[src/rtl/sigma_delta_decoder_if.sv]
// rtl/sigma_delta_decoder_if.sv - bitstream in / PCM out bundle for the sigma-delta decoder
// The sat member exists only when SIGMA_DELTA_DECODER_SAT_EN is defined.
interface sigma_delta_decoder_if #(
  parameter int OUT_WIDTH = 16
);
  logic                        din;
  logic                        din_valid;
  logic signed [OUT_WIDTH-1:0] dout;
  logic                        dout_valid;
`ifdef SIGMA_DELTA_DECODER_SAT_EN
  logic                        sat;

  modport master (output din, output din_valid, input dout, input dout_valid, input sat);
  modport slave  (input din, input din_valid, output dout, output dout_valid, output sat);
`else
  modport master (output din, output din_valid, input dout, input dout_valid);
  modport slave  (input din, input din_valid, output dout, output dout_valid);
`endif
endinterface

[src/rtl/sigma_delta_decoder.sv]
// rtl/sigma_delta_decoder.sv - 3rd-order CIC decimator turning a 1-bit delta-sigma stream into signed PCM
// Defining SIGMA_DELTA_DECODER_SAT_EN adds a registered sat flag for clamped output words.
module sigma_delta_decoder #(
  parameter int DECIM     = 64,
  parameter int OUT_WIDTH = 16
) (
  input  logic                 clk,
  input  logic                 reset,
  sigma_delta_decoder_if.slave bus
);
  localparam int L     = $clog2(DECIM);
  localparam int W     = 2 + 3 * L;
  localparam int SHIFT = 3 * L - (OUT_WIDTH - 1);
  localparam int HW    = W - OUT_WIDTH + 1;

  logic [W-1:0]                i1_q, i1_d, i2_q, i2_d, i3_q, i3_d;
  logic [L-1:0]                cnt_q, cnt_d;
  logic                        stb1_q, stb1_d, stb2_q, stb2_d, stb3_q, stb3_d;
  logic [W-1:0]                s_prev_q, s_prev_d, c1_q, c1_d;
  logic [W-1:0]                c1_prev_q, c1_prev_d, c2_prev_q, c2_prev_d, c3_q, c3_d;
  logic [1:0]                  warm_q, warm_d;
  logic signed [OUT_WIDTH-1:0] dout_q, dout_d;
  logic                        dout_valid_q, dout_valid_d;
  logic [W-1:0]                x, c2;
  logic signed [W-1:0]         y;
  logic [HW-1:0]               y_hi;
  logic                        clamped;
  logic signed [OUT_WIDTH-1:0] y_sat;
`ifdef SIGMA_DELTA_DECODER_SAT_EN
  logic                        sat_q, sat_d;
`endif

  // After the shift the word needs OUT_WIDTH+1 bits; it fits iff the top HW bits agree.
  always_comb begin
    y       = $signed(c3_q) >>> SHIFT;
    y_hi    = y[W-1:OUT_WIDTH-1];
    clamped = !((y_hi == '0) || (y_hi == '1));
    if (!clamped) begin
      y_sat = y[OUT_WIDTH-1:0];
    end else if (y[W-1]) begin
      y_sat = {1'b1, {(OUT_WIDTH-1){1'b0}}};
    end else begin
      y_sat = {1'b0, {(OUT_WIDTH-1){1'b1}}};
    end
  end

  always_comb begin
    i1_d         = i1_q;
    i2_d         = i2_q;
    i3_d         = i3_q;
    cnt_d        = cnt_q;
    s_prev_d     = s_prev_q;
    c1_d         = c1_q;
    c1_prev_d    = c1_prev_q;
    c2_prev_d    = c2_prev_q;
    c3_d         = c3_q;
    warm_d       = warm_q;
    dout_d       = dout_q;
    dout_valid_d = 1'b0;
    x            = bus.din ? W'(1) : {W{1'b1}};
    c2           = c1_q - c1_prev_q;
    stb1_d       = bus.din_valid && (cnt_q == L'(DECIM - 1));
    stb2_d       = stb1_q;
    stb3_d       = stb2_q;
`ifdef SIGMA_DELTA_DECODER_SAT_EN
    sat_d        = 1'b0;
`endif

    // Integrators wrap modulo 2^W on purpose; the combs cancel the wrap exactly.
    if (bus.din_valid) begin
      i1_d  = i1_q + x;
      i2_d  = i2_q + i1_d;
      i3_d  = i3_q + i2_d;
      cnt_d = cnt_q + L'(1);
    end

    if (stb1_q) begin
      c1_d     = i3_q - s_prev_q;
      s_prev_d = i3_q;
    end

    if (stb2_q) begin
      c3_d      = c2 - c2_prev_q;
      c1_prev_d = c1_q;
      c2_prev_d = c2;
    end

    // The first two decimated words only prime the comb delays and are never shown.
    if (stb3_q) begin
      if (warm_q == 2'd2) begin
        dout_d       = y_sat;
        dout_valid_d = 1'b1;
`ifdef SIGMA_DELTA_DECODER_SAT_EN
        sat_d        = clamped;
`endif
      end else begin
        warm_d = warm_q + 2'd1;
      end
    end
  end

  always_ff @(posedge clk or posedge reset) begin
    if (reset) begin
      i1_q         <= '0;
      i2_q         <= '0;
      i3_q         <= '0;
      cnt_q        <= '0;
      stb1_q       <= 1'b0;
      stb2_q       <= 1'b0;
      stb3_q       <= 1'b0;
      s_prev_q     <= '0;
      c1_q         <= '0;
      c1_prev_q    <= '0;
      c2_prev_q    <= '0;
      c3_q         <= '0;
      warm_q       <= '0;
      dout_q       <= '0;
      dout_valid_q <= 1'b0;
`ifdef SIGMA_DELTA_DECODER_SAT_EN
      sat_q        <= 1'b0;
`endif
    end else begin
      i1_q         <= i1_d;
      i2_q         <= i2_d;
      i3_q         <= i3_d;
      cnt_q        <= cnt_d;
      stb1_q       <= stb1_d;
      stb2_q       <= stb2_d;
      stb3_q       <= stb3_d;
      s_prev_q     <= s_prev_d;
      c1_q         <= c1_d;
      c1_prev_q    <= c1_prev_d;
      c2_prev_q    <= c2_prev_d;
      c3_q         <= c3_d;
      warm_q       <= warm_d;
      dout_q       <= dout_d;
      dout_valid_q <= dout_valid_d;
`ifdef SIGMA_DELTA_DECODER_SAT_EN
      sat_q        <= sat_d;
`endif
    end
  end

  assign bus.dout       = dout_q;
  assign bus.dout_valid = dout_valid_q;
`ifdef SIGMA_DELTA_DECODER_SAT_EN
  assign bus.sat        = sat_q;
`endif

endmodule

[src/flat_wrapper.sv]
// flat-port wrapper written by rule: the top's interface ports become plain ports
module sigma_delta_decoder_flat 
#(
  parameter int DECIM     = 64,
  parameter int OUT_WIDTH = 16
)
  (clk, reset, bus_din, bus_din_valid, bus_dout, bus_dout_valid);
  sigma_delta_decoder_if #(.OUT_WIDTH(OUT_WIDTH)) bus_i ();
  input  logic clk;
  input  logic reset;
  input wire logic [$bits(bus_i.din)-1:0] bus_din;
  input wire logic [$bits(bus_i.din_valid)-1:0] bus_din_valid;
  output wire logic [$bits(bus_i.dout)-1:0] bus_dout;
  output wire logic [$bits(bus_i.dout_valid)-1:0] bus_dout_valid;
  assign bus_i.din = bus_din;
  assign bus_i.din_valid = bus_din_valid;
  assign bus_dout = bus_i.dout;
  assign bus_dout_valid = bus_i.dout_valid;
  sigma_delta_decoder #(.DECIM(DECIM), .OUT_WIDTH(OUT_WIDTH)) u_core (.clk(clk), .reset(reset), .bus(bus_i));
endmodule
[config.mk]
export PLATFORM = sky130hd
export DESIGN_NAME = sigma_delta_decoder_flat
export DESIGN_NICKNAME = d
export VERILOG_FILES = /design/src/rtl/sigma_delta_decoder_if.sv /design/src/rtl/sigma_delta_decoder.sv /design/src/flat_wrapper.sv
export SDC_FILE = /design/constraint.sdc
export NUM_CORES = 1
export LEC_CHECK = 0
export CORE_MARGIN = 1.5
export CORE_UTILIZATION = 60
export CTS_CLUSTER_SIZE = 10
export DETAILED_ROUTE_END_ITERATION = 12
export GPL_ROUTABILITY_DRIVEN = 0
export PLACE_DENSITY_LB_ADDON = 0.15
export SETUP_SLACK_MARGIN = 0.4
export SLEW_MARGIN = 40
export SYNTH_ARGS = -nofsm -noshare
export SYNTH_HDL_FRONTEND = slang
export SYNTH_SLANG_ARGS = --single-unit
export TNS_END_PERCENT = 10
[constraint.sdc]
create_clock -name clk -period 14.1 [get_ports clk]
set_input_delay 1.41 -clock clk [delete_from_list [all_inputs] [get_ports clk]]
set_output_delay 1.41 -clock clk [all_outputs]
set_load 0.005 [all_outputs]
==> impl_metrics.tcl, run 1 <==
set metrics [dict create \
    status "finished clean" \
    slew_headroom_pct 49.9 \
    cp_max_fo 19 \
    die_w_um 145 \
    fin_worst_skew_ns 0.0136 \
    grt_overflow 0 \
    synth_flop_cell "dfrtp_1" \
    routed_wl_um 21400 \
    drc_errors 0 \
    critPathLaunchType "input pin" \
    viasPerCell 5.60 \
    clk_latency_ns 0.44 \
    cts_resized 0 \
    die_h_um 145 \
    startpoint "bus_din" \
    yosys_warnings 0 \
    worstPathRequired_ns 14.46 \
    grt_pass1_vias 8679 \
    drv_cap 0 \
    cts_buffer_depth 2 \
    drt-pass1-iter-count 5 \
    hold_violations 0 \
    drt.antenna.violating_nets 0 \
    final_net_count 1414 \
    hold_class "reg -> reg" \
    clockRootBuffer "clkbuf_16" \
    grt_pass1_wl_um 38200 \
    antenna_found_initial 0 \
    ys_ff_latch 185 \
    start_util_pct 61.6 \
    crit_arrival_ns 7.49 \
    min_period_ns 7.13 \
    tightest_slew_ns 0.751 \
    synth_nets 1404 \
    crit_type "in -> reg" \
    antenna-diode-count 0 \
    design.die.area_um2 21000 \
    area_growth_pct 9.41 \
    track_usage_pct 21.7 \
    clk_pin_slew_ns 0.07 \
    async_reset_ff_share_pct 100 \
    io-pin-count 21 \
    ys_seq_area_share_pct 38.2 \
    rsz0062_at_grt "false" \
    drtIter0Drc 419 \
    rows 51 \
    cts_buffers 17 \
    drive_above_1_share_pct 10.2 \
    grt_max_degree 123 \
    fin_crit_sh_pct 50.5 \
    cts.sinks 185 \
    netlist_area_um2 12100 \
    setup_viol 0 \
    synth.avg_cell_area_um2 9.49 \
    core-area_um2 19700 \
    vias 8752 \
    numPortBuffers 20 \
    min_from "u_core.cnt_q[5]" \
    post_drt_wl_per_cell_um 13.7 \
    fmax_ghz 0.140 \
    dp_hpwl_um 15000 \
    postCtsSetupBuffers 0 \
    rr_startpoint "u_core.i1_q[0]" \
    cp-end-kind "flop" \
    synth_cells 1276 \
    synth_edf_count 0 \
    cts_max_level 4 \
    cts_tree "yes" \
    yosysUniqueCellTypes 68 \
    cts_hold_buffers 0 \
    slew_violations 0 \
    tns_ns 0 \
]
[through the flow]
step / hold slack [ns] / std cells / area [µm²] / utilization, % / worst slack (ns)
after CTS: 0.480 / 1564 / 13200 / 67.3 / 7.04
final: 0.479 / 1564 / 13300 / 67.4 / 6.97
after detailed placement: 0.465 / 1532 / 12600 / 63.9 / 6.61
after global routing: 0.507 / 1564 / 13300 / 67.4 / 6.53
after floorplan: 0.352 / 1276 / 12100 / - / 7.66
after global placement: 0.461 / 1532 / 12600 / 63.9 / 6.76
[state kept, by name (all words and copies together) (netlist names)]
name	flops
u_core.warm_q	2
u_core.stb2_q	1
u_core.i1_q	20
u_core.cnt_q	6
u_core.c1_q	20
u_core.bus.dout	16
u_core.i2_q	20
u_core.c2_prev_q	20
u_core.i3_q	20
u_core.s_prev_q	20
u_core.stb1_q	1
u_core.bus.dout_valid	1
u_core.c1_prev_q	20
u_core.c3_q	17
u_core.stb3_q	1
[cell families (layout without fill, tap and decap cells)]
group / count (synthesis) / count (layout) / synth area share (%)
and+or+nand+nor: 297 / 297 / 11.3
xor gates and xnor gates: 100 / 100 / 7.35
AOI/OAI and AO/OA: 343 / 343 / 17.7
muxes: 83 / 83 / 7.73
adders and majority gates: 124 / 124 / 13.1
buffers and inverters: 144 / 167 / 4.58
DFF: 185 / 185 / 38.2
[cells in the mapped netlist (all sizes together), types with 5 or more instances]
library cell	instances	area, µm²
clkbuf	30	113
a31o	5	43.8
dfrtp	185	4630
a211oi	7	52.6
xnor2	73	639
xor2	26	228
a2111oi	5	62.6
o21bai	18	135
inv	110	413
nand2b	7	43.8
a31oi	7	43.8
nor3	26	130
nor2	93	349
fa	5	100
o21a	13	97.6
nand4	7	43.8
a21oi	119	599
nor2b	11	68.8
nand3	15	75.1
mux2	81	916
o31ai	13	97.6
o211ai	5	37.5
a21boi	6	45.0
and3	12	76.3
or3	11	68.8
a211o	7	61.3
nand2	93	349
o21ai	82	414
a21o	36	270
ha	119	1490
[cell usage in the layout, fill, tap and decap left out, drive strengths merged, types with 19 or more instances in the layout]
master / instances
a21o: 36
a21oi: 119
clkdlybuf4s50: 19
dfrtp: 185
ha: 119
inv: 113
mux2: 81
nand2: 93
nor2: 93
nor3: 26
o21ai: 82
xnor2: 73
xor2: 26
[area by class of cell]
class | count | area (µm²)
well taps | 265 | 332
fillers | 1581 | 6400
inverters | 111 | 443
flip-flops and latches | 185 | 4630
clock inverters | 14 | 239
repair buffers | 24 | 236
clock buffers | 18 | 439
multi-input cells | 947 | 6930
[routing by layer]
| metal | share of wire, % | vias to the layer above | GRT usage, % |
|---|---|---|---|
| li1 | - | 4511 | - |
| met1 | 45 | 4119 | 25.5 |
| met2 | 51 | 82 | 39.7 |
| met3 | 2.0 | 40 | 4.25 |
| met4 | 2.0 | 0 | 6.94 |
| met5 | 0 | - | 0 |
[worst paths after layout]
path | cells past startpoint | slack (ns) | to
max | 26 | 6.97 | u_core.i3_q[19]
min | 1 | 0.48 | u_core.cnt_q[5]
max reg2reg | 21 | 8.59 | u_core.i3_q[19]
min reg2reg | 1 | 0.48 | u_core.cnt_q[5]
max in group asynchronous | 3 | 11.69 | u_core.stb2_q
min in group asynchronous | 2 | 1.41 | u_core.c1_prev_q[1]
[worst max-delay path, cell delays in order]
cell and delay [ns]:
clkdlybuf4s50_1 0.46, inv_1 0.57, ha_1 0.37, a211oi_1 0.28, o21bai_1 0.16, o211ai_1 0.30, nand2b_1 0.10, a21oi_1 0.18
xnor2_1 0.21, ha_1 0.32, nand2_1 0.14, o21ai_0 0.11, a31o_1 0.22, a21oi_1 0.22, o21bai_1 0.10, a21oi_1 0.17
xnor2_1 0.17, ha_1 0.31, a21o_1 0.17, a21o_1 0.19, or3_1 0.32, a211oi_1 0.30, o21ai_1 0.15, a31o_2 0.25
mux2i_1 0.17, xor2_1 0.16
Power of run 1 is left out: the tool's default activity adds up to more than one toggle a clock period on the data nets, which glitch-free logic cannot reach.
==> inputs of run 2 (changes only) <==
==> constraint.sdc (replaced) <==
create_clock -name clk -period 7.36 [get_ports clk]
set_input_delay 0.736 -clock clk [delete_from_list [all_inputs] [get_ports clk]]
set_output_delay 0.736 -clock clk [all_outputs]
set_load 0.005 [all_outputs]
==> run 2 against run 1 <==
Against the previous run:
- global-route usage fell by 0.13 points
- routed wire length rose by 1.4%
- worst hold slack improved by 0.0014 ns
- via count rose by 0.50%
- worst setup slack got worse by 5.8 ns
- clock-buffer cell count rose by 4
- register-to-register slack got worse by 6.8 ns
- highest routed layer unchanged
==> impl_metrics.tcl, run 2 (synthesized netlist as in run 1, its figures left out) <==
set metrics [dict create \
    fin_crit_sh_pct 83.9 \
    cts_hold_buffers 0 \
    critPathLaunchType "input pin" \
    cp_max_fo 12 \
    crit_arrival_ns 6.52 \
    core-area_um2 19700 \
    antenna-diode-count 0 \
    final_net_count 1415 \
    antenna_found_initial 0 \
    crit_type "in -> reg" \
    cp-end-kind "flop" \
    drc_errors 0 \
    slew_violations 0 \
    grt_overflow 0 \
    clockRootBuffer "clkbuf_16" \
    clk_pin_slew_ns 0.07 \
    track_usage_pct 21.6 \
    nFillCells 1626 \
    routed_wl_um 21700 \
    cts.sinks 185 \
    status "finished clean" \
    hold_class "reg -> reg" \
    tightest_slew_ns 0.606 \
    numPortBuffers 20 \
    slew_headroom_pct 58.5 \
    vias 8796 \
    min_period_ns 6.17 \
    area_growth_pct 8.95 \
    drive_above_1_share_pct 10.1 \
    rsz0062_at_grt "false" \
    instances_no_fill 1565 \
    post_drt_wl_per_cell_um 13.9 \
    fmax_ghz 0.162 \
    die_w_um 145 \
    mostFrequentLayoutCells "dfrtp_1 (184), ha_1 (119), a21oi_1 (118)" \
    drt.antenna.violating_nets 0 \
    dp_cells 1533 \
    grt_max_degree 121 \
    cts_buffer_depth 2 \
    io-pin-count 21 \
    fin_worst_skew_ns 0.0106 \
    grt_pass1_wl_um 38200 \
    postCtsSetupBuffers 0 \
    start_util_pct 61.6 \
    worstPathRequired_ns 7.71 \
    whs_ns 0.480 \
    dp_hpwl_um 15500 \
    design.die.area_um2 21000 \
    grt_pass1_vias 8746 \
    cts_max_level 4 \
    tns_ns 0 \
    die_h_um 145 \
    drtIter0Drc 405 \
    clk_latency_ns 0.43 \
    r2r_slack_ns 1.84 \
    rows 51 \
    cts_buffers 17 \
    setup_viol 0 \
    drt-pass1-iter-count 5 \
    drv_cap 0 \
    hold_violations 0 \
    final_common_cell "dfrtp_1" \
    viasPerCell 5.62 \
    cts_tree "yes" \
    cts_resized 0 \
]
## run 2: final timing paths
kind / start / end / depth (start not counted)
max: bus_din / u_core.i3_q[19] / 24
min: u_core.warm_q[0] / u_core.warm_q[0] / 1
max reg2reg: u_core.i1_q[0] / u_core.i3_q[19] / 24
min reg2reg: u_core.warm_q[0] / u_core.warm_q[0] / 1
max in group asynchronous: reset / u_core.s_prev_q[17] / 3
min in group asynchronous: reset / u_core.c2_prev_q[1] / 2
## run 2: cell type report
cell class | instances | area [µm²] | area share [%]
multi-input combinational | 947 | 6930 | 52.5
sequential | 185 | 4630 | 35.1
clock buffer | 22 | 474 | 3.59
inverter | 111 | 443 | 3.36
tap | 265 | 332 | 2.51
timing repair buffer | 25 | 244 | 1.85
clock inverter | 10 | 140 | 1.06
## run 2: critical path: stages
cell and delay (ns):
clkdlybuf4s50_1 0.45, inv_1 0.34, buf_4 0.28, ha_1 0.31, a21oi_1 0.21, nor2b_1 0.06, nor2_1 0.09, bufinv_8 0.19
a2111oi_4 0.41, nor2_1 0.10, xnor2_1 0.23, ha_1 0.35, a21o_1 0.21, a211o_1 0.30, o31ai_1 0.35, nor2_1 0.09
xor2_1 0.17, ha_1 0.24, or3_1 0.42, a211oi_1 0.30, o21ai_1 0.14, a31o_2 0.24, mux2i_1 0.16, xor2_1 0.15
## run 2: layer usage
metal	global-route usage, %	share of wire [%]	wire [µm]	vias up
li1	-	-	-	4513
met1	25.4	45	9700	4126
met2	39.4	51	11000	116
met3	3.55	2.5	532	41
met4	7.91	2.2	482	0
met5	0	0	0	-
## run 2: stage by stage
| stage | setup slack [ns] | util (%) | area [µm²] |
|---|---|---|---|
| after floorplan | 1.60 | - | 12100 |
| after global placement | 0.917 | 63.9 | 12600 |
| after detailed placement | 0.792 | 63.9 | 12600 |
| after CTS | 1.21 | 67.1 | 13200 |
| after global routing | 0.599 | 67.1 | 13200 |
| final | 1.19 | 67.1 | 13200 |
Power of run 2 is left out for the same reason.
==> inputs of run 3 (changes only) <==
==> constraint.sdc (replaced) <==
create_clock -name clk -period 5.75 [get_ports clk]
set_input_delay 0.575 -clock clk [delete_from_list [all_inputs] [get_ports clk]]
set_output_delay 0.575 -clock clk [all_outputs]
set_load 0.005 [all_outputs]
==> run 3 against run 2 <==
Against the previous run:
- via count up 3.9%
- clock skew increased by 0.00093 ns
- global-route usage grew 0.47 points
- worst hold slack worse by 0.013 ns
- critical path type is now reg -> reg
- highest routed layer unchanged
==> impl_metrics.tcl, run 3 (synthesized netlist as in run 1, its figures left out) <==
set metrics [dict create \
    drtIter0Drc 319 \
    utilization_pct 71.3 \
    critPathSlowestCell "dfrtp_2" \
    hold_class "reg -> reg" \
    fin_worst_skew_ns 0.0115 \
    grt_overflow 0 \
    min_path_cells 1 \
    rsz0062_at_grt "true" \
    grt_max_degree 101 \
    drt-pass1-iter-count 5 \
    critPathLaunchType "flop" \
    crit_arrival_ns 5.53 \
    hold_end "u_core.cnt_q[5]" \
    drt.antenna.violating_nets 0 \
    core-area_um2 19700 \
    min_from "u_core.cnt_q[5]" \
    setup_viol 0 \
    worstPathRequired_ns 6.10 \
    grt_pass1_vias 9047 \
    slew_violations 0 \
    crit_type "reg -> reg" \
    cts_max_level 4 \
    viasPerCell 5.53 \
    path_cells "fa_2 -> a21o_1 -> a21o_1 -> a21oi_4 -> o21ai_4 -> a2111oi_4 -> nor2_1 -> xnor2_1 -> ha_1 -> a21o_1 -> a21oi_2 -> inv_1 -> a41oi_2 -> xnor2_2 -> ha_4 -> and4_4 -> nand2_4 -> o21ai_4 -> a211oi_4 -> buf_4 -> or3_4 -> a31o_4 -> mux2i_1 -> xor2_1" \
    r2r-end "u_core.i3_q[19]" \
    start_util_pct 61.6 \
    cp_top_family "compound AO/OA/AOI/OAI gates" \
    cts.sinks 185 \
    die_h_um 145 \
    cpMostUsedCell "a21o_1" \
    drc_errors 0 \
    mostFrequentLayoutCells "dfrtp_1 (183), ha_1 (118), a21oi_1 (112)" \
    drive_above_1_share_pct 17.9 \
    cts_hold_buffers 0 \
    min_period_ns 5.19 \
    final_net_count 1504 \
    rows 51 \
    fmax_ghz 0.193 \
    cts_buffer_depth 2 \
    final_common_cell "dfrtp_1" \
    vias 9135 \
    numPortBuffers 20 \
    dp_hpwl_um 16200 \
    critical-path-max-stage-delay_ns 0.45 \
    clk_pin_slew_ns 0.07 \
    hold_violations 0 \
    area_growth_pct 15.8 \
    worst-path-buf-inv 2 \
    clk_latency_ns 0.43 \
    cts_tree "yes" \
    antenna_found_initial 0 \
    post_drt_wl_per_cell_um 13.7 \
    clockRootBuffer "clkbuf_16" \
    track_usage_pct 22.0 \
    status "finished clean" \
    ff2ff_path_depth 24 \
    cts_buffers 17 \
    fin_crit_sh_pct 90.2 \
    rr_startpoint "u_core.i1_q[0]" \
    slew_headroom_pct 53.3 \
    design.die.area_um2 21000 \
    drv_cap 0 \
    die_w_um 145 \
    grt_pass1_wl_um 39400 \
    io-pin-count 21 \
    antenna-diode-count 0 \
    r2r_slack_ns 0.56 \
    cp_max_fo 5 \
    tightest_slew_ns 0.691 \
    routed_wl_um 22600 \
    cp-end-kind "flop" \
]
==> run 3: timing repair <==
| item | in CTS | in global routing |
|---|---|---|
| pin swaps | 11 | 24 |
| endpoints found under the setup margin | 3 | 3 |
| gates resized for setup | 14 | 31 |
| buffers inserted | 2 | 8 |
==> run 3: worst max-delay path by stage <==
stage	slack, ns	end	cells after the start	start
6_report	0.56	u_core.i3_q[19]	24	u_core.i1_q[0]
5_1_grt	0.29	u_core.i3_q[19]	24	u_core.i1_q[0]
4_1_cts	0.47	u_core.i3_q[19]	29	bus_din
3_5_place_dp	-0.44	u_core.i3_q[19]	27	bus_din
3_3_place_gp	-0.26	u_core.i3_q[19]	27	bus_din
2_1_floorplan	0.27	u_core.i3_q[19]	25	bus_din
==> run 3: final cells by class <==
type                            count  area (µm²)
Timing Repair Buffer              114         932
Clock buffer                       23         468
Sequential cell                   185        4630
Clock inverter                      7        95.1
Inverter                          111         437
Fill cell                        1555        5630
Multi-Input combinational cell    947        7120
Tap cell                          265         332
==> run 3: metrics by stage <==
stage	cells	TNS, ns	hold slack (ns)	instance area, µm²	worst slack, ns
2_1_floorplan	1276	0	0.352	12100	0.273
3_3_place_gp	1611	-0.454	0.460	13200	-0.262
3_5_place_dp	1612	-0.817	0.460	13200	-0.444
4_1_cts	1644	0	0.472	13800	0.474
5_1_grt	1652	0	0.497	14000	0.291
6_report	1652	0	0.467	14000	0.563
==> run 3: worst register-to-register path, stage by stage (launching register included) <==
cell and delay, ns:
dfrtp_2 0.45, fa_2 0.40, a21o_1 0.16, a21o_1 0.19
a21oi_4 0.17, o21ai_4 0.09, a2111oi_4 0.37, nor2_1 0.10
xnor2_1 0.24, ha_1 0.31, a21o_1 0.20, a21oi_2 0.15
inv_1 0.06, a41oi_2 0.20, xnor2_2 0.13, ha_4 0.29
and4_4 0.23, nand2_4 0.06, o21ai_4 0.19, a211oi_4 0.07
buf_4 0.16, or3_4 0.34, a31o_4 0.22, mux2i_1 0.16
xor2_1 0.15
==> run 3: routing by layer <==
| metal | wire length (µm) | track usage (%) | vias to the layer above |
|---|---|---|---|
| met5 | 0 | 0 | - |
| met4 | 320 | 6.28 | 0 |
| met3 | 448 | 3.11 | 26 |
| met2 | 11700 | 41.4 | 94 |
| met1 | 10100 | 26.0 | 4317 |
| li1 | - | - | 4698 |
Power of run 3 is left out for the same reason.
